[src/rtl/servo_bank_if.sv]
// Command and status bundle for the servo bank: keypad/absolute-set inputs,
// PWM outputs and angle telemetry.
interface servo_bank_if #(
   parameter int NCH     = 4,
   parameter int ANGLE_W = 8
);
   logic [7:0]             key;
   logic                   cmd_valid;
   logic [3:0]             cmd_ch;
   logic [ANGLE_W-1:0]     cmd_angle;
   logic [NCH-1:0]         pwm;
   logic                   frame_start;
   logic                   busy;
   logic [NCH*ANGLE_W-1:0] cur_angle;

   modport master (
      output key, cmd_valid, cmd_ch, cmd_angle,
      input  pwm, frame_start, busy, cur_angle
   );

   modport slave (
      input  key, cmd_valid, cmd_ch, cmd_angle,
      output pwm, frame_start, busy, cur_angle
   );
endinterface

[src/rtl/servo_bank.sv]
// N-channel hobby-servo controller: saturating per-channel targets, one-degree
// per frame slew, and frame-latched glitch-free PWM.
module servo_bank #(
   parameter int NCH            = 4,
   parameter int ANGLE_W        = 8,
   parameter int ANG_MIN        = 10,
   parameter int ANG_MAX        = 170,
   parameter int ANG_INIT       = 90,
   parameter int STEP           = 5,
   parameter int KEY_BASE       = 6,
   parameter int PWM_PERIOD_CYC = 1000000,
   parameter int PULSE_MIN_CYC  = 25000,
   parameter int CYC_PER_DEG    = 278
) (
   input  logic        clk,
   input  logic        rst_n,
   servo_bank_if.slave bus
);

   localparam int CNT_W = $clog2(PWM_PERIOD_CYC);
   localparam int AW1   = ANGLE_W + 1;

   localparam logic [AW1-1:0]     W_MIN      = AW1'(ANG_MIN);
   localparam logic [AW1-1:0]     W_MAX      = AW1'(ANG_MAX);
   localparam logic [AW1-1:0]     W_STEP     = AW1'(STEP);
   localparam logic [ANGLE_W-1:0] A_MIN      = ANGLE_W'(ANG_MIN);
   localparam logic [ANGLE_W-1:0] A_MAX      = ANGLE_W'(ANG_MAX);
   localparam logic [ANGLE_W-1:0] A_INIT     = ANGLE_W'(ANG_INIT);
   localparam logic [CNT_W-1:0]   C_PMIN     = CNT_W'(PULSE_MIN_CYC);
   localparam logic [CNT_W-1:0]   C_CPD      = CNT_W'(CYC_PER_DEG);
   localparam logic [CNT_W-1:0]   C_LAST     = CNT_W'(PWM_PERIOD_CYC - 1);
   localparam logic [CNT_W-1:0]   C_LAT_INIT = CNT_W'(PULSE_MIN_CYC + ANG_INIT * CYC_PER_DEG);

   // The widest pulse must end before the frame does, or PWM would never fall.
   generate
      if (PULSE_MIN_CYC + ANG_MAX * CYC_PER_DEG >= PWM_PERIOD_CYC) begin : g_bad_timing
         $error("servo_bank: widest pulse does not fit inside the PWM frame");
      end
      if (NCH < 1 || NCH > 16) begin : g_bad_nch
         $error("servo_bank: NCH must be within 1..16");
      end
   endgenerate

   logic [CNT_W-1:0]   r_cnt;
   logic               r_frameStart;
   logic [7:0]         r_keyQ;
   logic [ANGLE_W-1:0] r_tgt [NCH];
   logic [ANGLE_W-1:0] r_cur [NCH];
   logic [CNT_W-1:0]   r_lat [NCH];
   logic [NCH-1:0]     r_pwm;
   logic               r_busy;

   logic               w_wrap;
   logic               w_keyInRange;
   logic               w_keyEvent;
   logic [7:0]         w_keyOff;
   logic [3:0]         w_keyCh;
   logic               w_keyDec;
   logic [ANGLE_W-1:0] w_tgtNext [NCH];
   logic [NCH-1:0]     w_diff;

   function automatic logic [ANGLE_W-1:0] incAngle(input logic [ANGLE_W-1:0] a);
      logic [AW1-1:0] s;
      s = {1'b0, a} + W_STEP;
      return (s >= W_MAX) ? A_MAX : ANGLE_W'(s);
   endfunction

   function automatic logic [ANGLE_W-1:0] decAngle(input logic [ANGLE_W-1:0] a);
      logic [AW1-1:0] e;
      e = {1'b0, a};
      return (e <= W_MIN + W_STEP) ? A_MIN : ANGLE_W'(e - W_STEP);
   endfunction

   function automatic logic [ANGLE_W-1:0] clampAngle(input logic [ANGLE_W-1:0] a);
      if (a < A_MIN) return A_MIN;
      if (a > A_MAX) return A_MAX;
      return a;
   endfunction

   assign w_wrap = (r_cnt == C_LAST);

   // A key acts only on the cycle its code changes, so a held key steps once.
   assign w_keyInRange = (int'(bus.key) >= KEY_BASE) && (int'(bus.key) < KEY_BASE + 2 * NCH);
   assign w_keyEvent   = (bus.key != r_keyQ) && w_keyInRange;
   assign w_keyOff     = bus.key - 8'(KEY_BASE);
   assign w_keyCh      = 4'(w_keyOff >> 1);
   assign w_keyDec     = w_keyOff[0];

   always_ff @(posedge clk or negedge rst_n) begin
      if (!rst_n) begin
         r_cnt        <= '0;
         r_frameStart <= 1'b0;
         r_keyQ       <= '0;
      end else begin
         r_cnt        <= w_wrap ? '0 : r_cnt + CNT_W'(1);
         r_frameStart <= (r_cnt == '0);
         r_keyQ       <= bus.key;
      end
   end

   // An absolute set beats a key event aimed at the same channel.
   always_comb begin
      for (int i = 0; i < NCH; i++) begin
         w_tgtNext[i] = r_tgt[i];
         if (bus.cmd_valid && (bus.cmd_ch == 4'(i))) begin
            w_tgtNext[i] = clampAngle(bus.cmd_angle);
         end else if (w_keyEvent && (w_keyCh == 4'(i))) begin
            w_tgtNext[i] = w_keyDec ? decAngle(r_tgt[i]) : incAngle(r_tgt[i]);
         end
      end
   end

   always_comb begin
      w_diff = '0;
      for (int i = 0; i < NCH; i++) begin
         w_diff[i] = (r_cur[i] != r_tgt[i]);
      end
   end

   // Pulse widths latch from the pre-slew angle at the wrap, so a pulse in
   // flight is never reshaped by a target or angle change.
   always_ff @(posedge clk or negedge rst_n) begin
      if (!rst_n) begin
         for (int i = 0; i < NCH; i++) begin
            r_tgt[i] <= A_INIT;
            r_cur[i] <= A_INIT;
            r_lat[i] <= C_LAT_INIT;
         end
         r_pwm  <= '0;
         r_busy <= 1'b0;
      end else begin
         for (int i = 0; i < NCH; i++) begin
            r_tgt[i] <= w_tgtNext[i];
            if (w_wrap) begin
               r_lat[i] <= C_PMIN + CNT_W'(r_cur[i]) * C_CPD;
               if (r_cur[i] < r_tgt[i]) begin
                  r_cur[i] <= r_cur[i] + ANGLE_W'(1);
               end else if (r_cur[i] > r_tgt[i]) begin
                  r_cur[i] <= r_cur[i] - ANGLE_W'(1);
               end
            end
            r_pwm[i] <= (r_cnt < r_lat[i]);
         end
         r_busy <= |w_diff;
      end
   end

   assign bus.pwm         = r_pwm;
   assign bus.frame_start = r_frameStart;
   assign bus.busy        = r_busy;

   genvar g;
   generate
      for (g = 0; g < NCH; g++) begin : g_pack
         assign bus.cur_angle[g*ANGLE_W +: ANGLE_W] = r_cur[g];
      end
   endgenerate

endmodule

[src/flat_wrapper.sv]
// flat-port wrapper written by rule: the top's interface ports become plain ports
module servo_bank_flat 
#(
   parameter int NCH            = 4,
   parameter int ANGLE_W        = 8,
   parameter int ANG_MIN        = 10,
   parameter int ANG_MAX        = 170,
   parameter int ANG_INIT       = 90,
   parameter int STEP           = 5,
   parameter int KEY_BASE       = 6,
   parameter int PWM_PERIOD_CYC = 1000000,
   parameter int PULSE_MIN_CYC  = 25000,
   parameter int CYC_PER_DEG    = 278
)
  (clk, rst_n, bus_key, bus_cmd_valid, bus_cmd_ch, bus_cmd_angle, bus_pwm, bus_frame_start, bus_busy, bus_cur_angle);
  servo_bank_if #(.NCH(NCH), .ANGLE_W(ANGLE_W)) bus_i ();
  input  logic clk;
  input  logic rst_n;
  input wire logic [$bits(bus_i.key)-1:0] bus_key;
  input wire logic [$bits(bus_i.cmd_valid)-1:0] bus_cmd_valid;
  input wire logic [$bits(bus_i.cmd_ch)-1:0] bus_cmd_ch;
  input wire logic [$bits(bus_i.cmd_angle)-1:0] bus_cmd_angle;
  output wire logic [$bits(bus_i.pwm)-1:0] bus_pwm;
  output wire logic [$bits(bus_i.frame_start)-1:0] bus_frame_start;
  output wire logic [$bits(bus_i.busy)-1:0] bus_busy;
  output wire logic [$bits(bus_i.cur_angle)-1:0] bus_cur_angle;
  assign bus_i.key = bus_key;
  assign bus_i.cmd_valid = bus_cmd_valid;
  assign bus_i.cmd_ch = bus_cmd_ch;
  assign bus_i.cmd_angle = bus_cmd_angle;
  assign bus_pwm = bus_i.pwm;
  assign bus_frame_start = bus_i.frame_start;
  assign bus_busy = bus_i.busy;
  assign bus_cur_angle = bus_i.cur_angle;
  servo_bank #(.NCH(NCH), .ANGLE_W(ANGLE_W), .ANG_MIN(ANG_MIN), .ANG_MAX(ANG_MAX), .ANG_INIT(ANG_INIT), .STEP(STEP), .KEY_BASE(KEY_BASE), .PWM_PERIOD_CYC(PWM_PERIOD_CYC), .PULSE_MIN_CYC(PULSE_MIN_CYC), .CYC_PER_DEG(CYC_PER_DEG)) u_core (.clk(clk), .rst_n(rst_n), .bus(bus_i));
endmodule
[config.mk]
export PLATFORM = sky130hd
export DESIGN_NAME = servo_bank_flat
export DESIGN_NICKNAME = d
export VERILOG_FILES = /design/src/rtl/servo_bank_if.sv /design/src/rtl/servo_bank.sv /design/src/flat_wrapper.sv
export SDC_FILE = /design/constraint.sdc
export NUM_CORES = 1
export LEC_CHECK = 0
export ABC_AREA = 1
export CORE_MARGIN = 2
export CORE_UTILIZATION = 50
export CTS_BUF_LIST = sky130_fd_sc_hd__clkbuf_4
export CTS_CLUSTER_DIAMETER = 200
export DETAILED_ROUTE_END_ITERATION = 12
export PLACE_DENSITY = 0.7
export SLEW_MARGIN = 40
export SYNTH_ARGS = -nofsm -noshare
export SYNTH_HDL_FRONTEND = slang
export SYNTH_SLANG_ARGS = --single-unit
export TNS_END_PERCENT = 5
[constraint.sdc]
create_clock -name clk -period 3.1 [get_ports clk]
set_input_delay 0.62 -clock clk [delete_from_list [all_inputs] [get_ports clk]]
set_output_delay 0.62 -clock clk [all_outputs]
set_load 0.03 [all_outputs]
==> results_dict.tcl <==
set metrics [dict create \
    layout_min_cycle_time_ns 3.38 \
    final_cells 3185 \
    num_vias 16900 \
    ys_ff_latch 166 \
    fmaxAchievable_mhz 296 \
    violations "setup timing" \
    r2r_setup_slack_ns -0.28 \
    cts_root_buf "clkbuf_4" \
    slew_headroom_pct 53.2 \
    grt_usage_pct 26.4 \
    core_area_um2 34500 \
    finalPower_mw 6.26 \
    viasPerCell 5.30 \
    r2r-end "u_core.r_lat[53]$_DFFE_PN0N_" \
    cellLeakagePower_nw 11.2 \
    gp_congestion 0.907 \
    finalSetupViolations 38 \
    post-route-period-util_pct 109 \
    netlist.area_leader.share_pct 20.1 \
    worst_slew_pin_slew_ns 0.698 \
    drt-pass1-iter-count 6 \
    synth_cells 2462 \
    peakVddDrop_mv 0.292 \
    final_cell_mix "nand2_1, inv_1, ha_1" \
    hpwl_mm 37.3 \
    grt_max_degree 59 \
    cts_buffer_depth 2 \
    area.growth.synth_to_final_pct 23.4 \
    routedWlPerCell_um 14.9 \
    power_density_nw_per_um2 289 \
    netlist_area_um2 17500 \
    fin_tns_setup_ns -5.52 \
    hold_viol 0 \
    cts_tree "built" \
    holdWs_ns 0.407 \
    fp.dieW_um 191 \
    clock_skew_ns 0.0363 \
    min_path_type "input pin to asynchronous set/reset pin" \
    worst_slack_ns -0.277 \
    antenna_found_initial 1 \
    fp-row-count 68 \
    ys_async_sr_fraction_pct 100 \
    finalNetCount 3053 \
    die-area_um2 36600 \
    drt_iter0_markers 1092 \
    synth_edf_count 0 \
    cp.arrival_ns 3.92 \
    seqPwrFrac_pct 40.1 \
    cts-htree-levels 4 \
    cp-end-kind "register" \
    comb_power_share_pct 33.5 \
    clkPwrFrac_pct 26.5 \
    synthDistinctLibCells 54 \
    status "finished with violations" \
    ys.flop_type "dfrtp_1" \
    cts.clk_slew.worst_paths_ns 0.16 \
    yosysSeqAreaShare_pct 24.1 \
    yosys_warnings 0 \
    ant_nets 0 \
    port_buffers 60 \
    layout_commonest_cell "nand2_1" \
    p_switching_mw 2.38 \
    post_route_cells_drive_above_1_share_pct 21.1 \
    cts.sinks 166 \
    synthTopCellsByArea "ha_1, dfrtp_1, nand2_1, dfstp_2, inv_1" \
    drc 0 \
    die_h_um 191 \
    initial_core_util_pct 50.8 \
    crit_type "register to register" \
    swShare_pct 38.0 \
    io_pins 61 \
    syn_nets 2799 \
    maxCapViolCount 0 \
    start_kind "register" \
    crit_fanout 6 \
    grt_pass1_wl_mm 78.1 \
    grt_overflow 0 \
    wl_mm 47.5 \
    reg2reg_depth 18 \
    internal_power_mw 3.88 \
    avgSynthCellArea_um2 7.13 \
    dp_cells 3141 \
    cts_buffers 17 \
    crit_required_ns 3.64 \
    rr_startpoint "u_core.bus.cur_angle[12]$_DFFE_PN1P_" \
    clk_latency_ns 0.63 \
    grt_pass1_vias 16500 \
    synth_area_leader_cell "ha_1" \
    pre_cts_slack_ns -0.364 \
    drv_slew 0 \
    rsz0062_at_grt "yes" \
]
[Yosys cell counts, types with 3 or more instances]
library cell    n
nand2_2        20
a21oi_1       127
buf_2           6
ha_1          282
o21ai_0       119
a211oi_1       10
nor2_1        190
buf_6           4
inv_1         411
a31oi_1        12
o211ai_1        7
inv_2          12
nand4_1        42
xor2_1         52
nand2_1       609
o21bai_1        3
o21ai_1        23
clkbuf_1       14
o22ai_1         9
nor3_1         30
nor2_2          8
nor3_2          6
buf_4           7
xnor2_1        31
fa_1           32
dfrtp_1       106
nor2_4          4
nor4_1          6
or2_2          12
nand3_1       166
a21oi_2         3
nand3b_1        7
o31ai_1         3
dfstp_2        60
nand3_2         4
[worst max-delay path by stage]
| stage | startpoint | end | slack (ns) | cells past startpoint |
|---|---|---|---|---|
| floorplan | u_core.bus.cur_angle[1]$_DFFE_PN1P_ | u_core.r_lat[73]$_DFFE_PN0N_ | -0.14 | 18 |
| global placement | u_core.bus.cur_angle[4]$_DFFE_PN1P_ | u_core.r_lat[76]$_DFFE_PN0N_ | -0.31 | 16 |
| detailed placement | u_core.bus.cur_angle[4]$_DFFE_PN1P_ | u_core.r_lat[76]$_DFFE_PN0N_ | -0.36 | 16 |
| CTS | u_core.bus.cur_angle[12]$_DFFE_PN1P_ | u_core.r_lat[53]$_DFFE_PN0N_ | -0.27 | 19 |
| global route | u_core.bus.cur_angle[12]$_DFFE_PN1P_ | u_core.r_lat[56]$_DFFE_PN0N_ | -0.45 | 18 |
| finish | u_core.bus.cur_angle[12]$_DFFE_PN1P_ | u_core.r_lat[53]$_DFFE_PN0N_ | -0.28 | 18 |
[final cells by class]
type	instances	area (um2)
Multi-Input combinational cell	1842	12700
Inverter	423	1590
Clock inverter	13	218
Timing Repair Buffer	266	2190
Tap cell	455	569
Clock buffer	19	143
Fill cell	3088	12900
Sequential cell	166	4260
Antenna cell	1	2.50
[registers in the layout, summed over array words and instances (netlist names)]
register / flops
u_core.bus.busy: 1
u_core.bus.cur_angle: 32
u_core.bus.frame_start: 1
u_core.bus.pwm: 4
u_core.r_cnt: 20
u_core.r_keyQ: 8
u_core.r_lat: 68
u_core.r_tgt: 32
[worst max-delay path: stages (launching register included)]
cell and delay [ns]:
dfstp_4 0.71, buf_6 0.12, ha_4 0.19, ha_4 0.21
fa_1 0.50, inv_1 0.06, fa_2 0.36, inv_2 0.08
nand3_2 0.08, nand2_4 0.13, xor2_4 0.17, buf_4 0.14
nor2_4 0.04, nor2_4 0.14, nand2_1 0.11, nand2_1 0.08
nand2_1 0.04, nand2_1 0.05, o21ai_1 0.06
[metrics by stage]
step	utilization [%]	instance area, um2
floorplan	-	18100
global placement	59.7	20600
detailed placement	59.7	20600
CTS	61.4	21200
global route	62.7	21600
finish	62.7	21600
[power by group through the flow]
stage	sequential [mW]	clock (mW)	combinational (mW)
2_1_floorplan	2.50	0	1.42
3_3_place_gp	2.53	0	2.03
3_5_place_dp	2.53	0	2.07
4_1_cts	2.50	1.68	2.08
5_1_grt	2.52	1.76	2.37
6_report	2.51	1.66	2.10
[cells by family after synthesis]
| logic type | synth area share [%] |
|---|---|
| flops | 24.1 |
| fa+ha+maj | 23.8 |
| simple gates | 27.5 |
| mux | 0.128 |
| xor+xnor | 4.33 |
| compound gates | 10.1 |
| buf+inv | 10.1 |
[routing by layer]
layer  vias to the layer above  GRT usage, %  wire length (um)
li1                       8498             -                 -
met1                      7834          34.5             21400
met2                       438          45.0             22600
met3                       104          3.38              2110
met4                         0          9.08              1450
met5                         -             0                 0
[what timing repair did]
item | CTS | global route
endpoints found under the hold margin | 19 | 0
pin swaps | 20 | 49
setup buffers | 3 | 7
gates resized for setup | 50 | 107
hold buffers | 1 | 0
endpoints found under the setup margin | 44 | 57
Note: power is estimated with default switching activity, not from simulation.
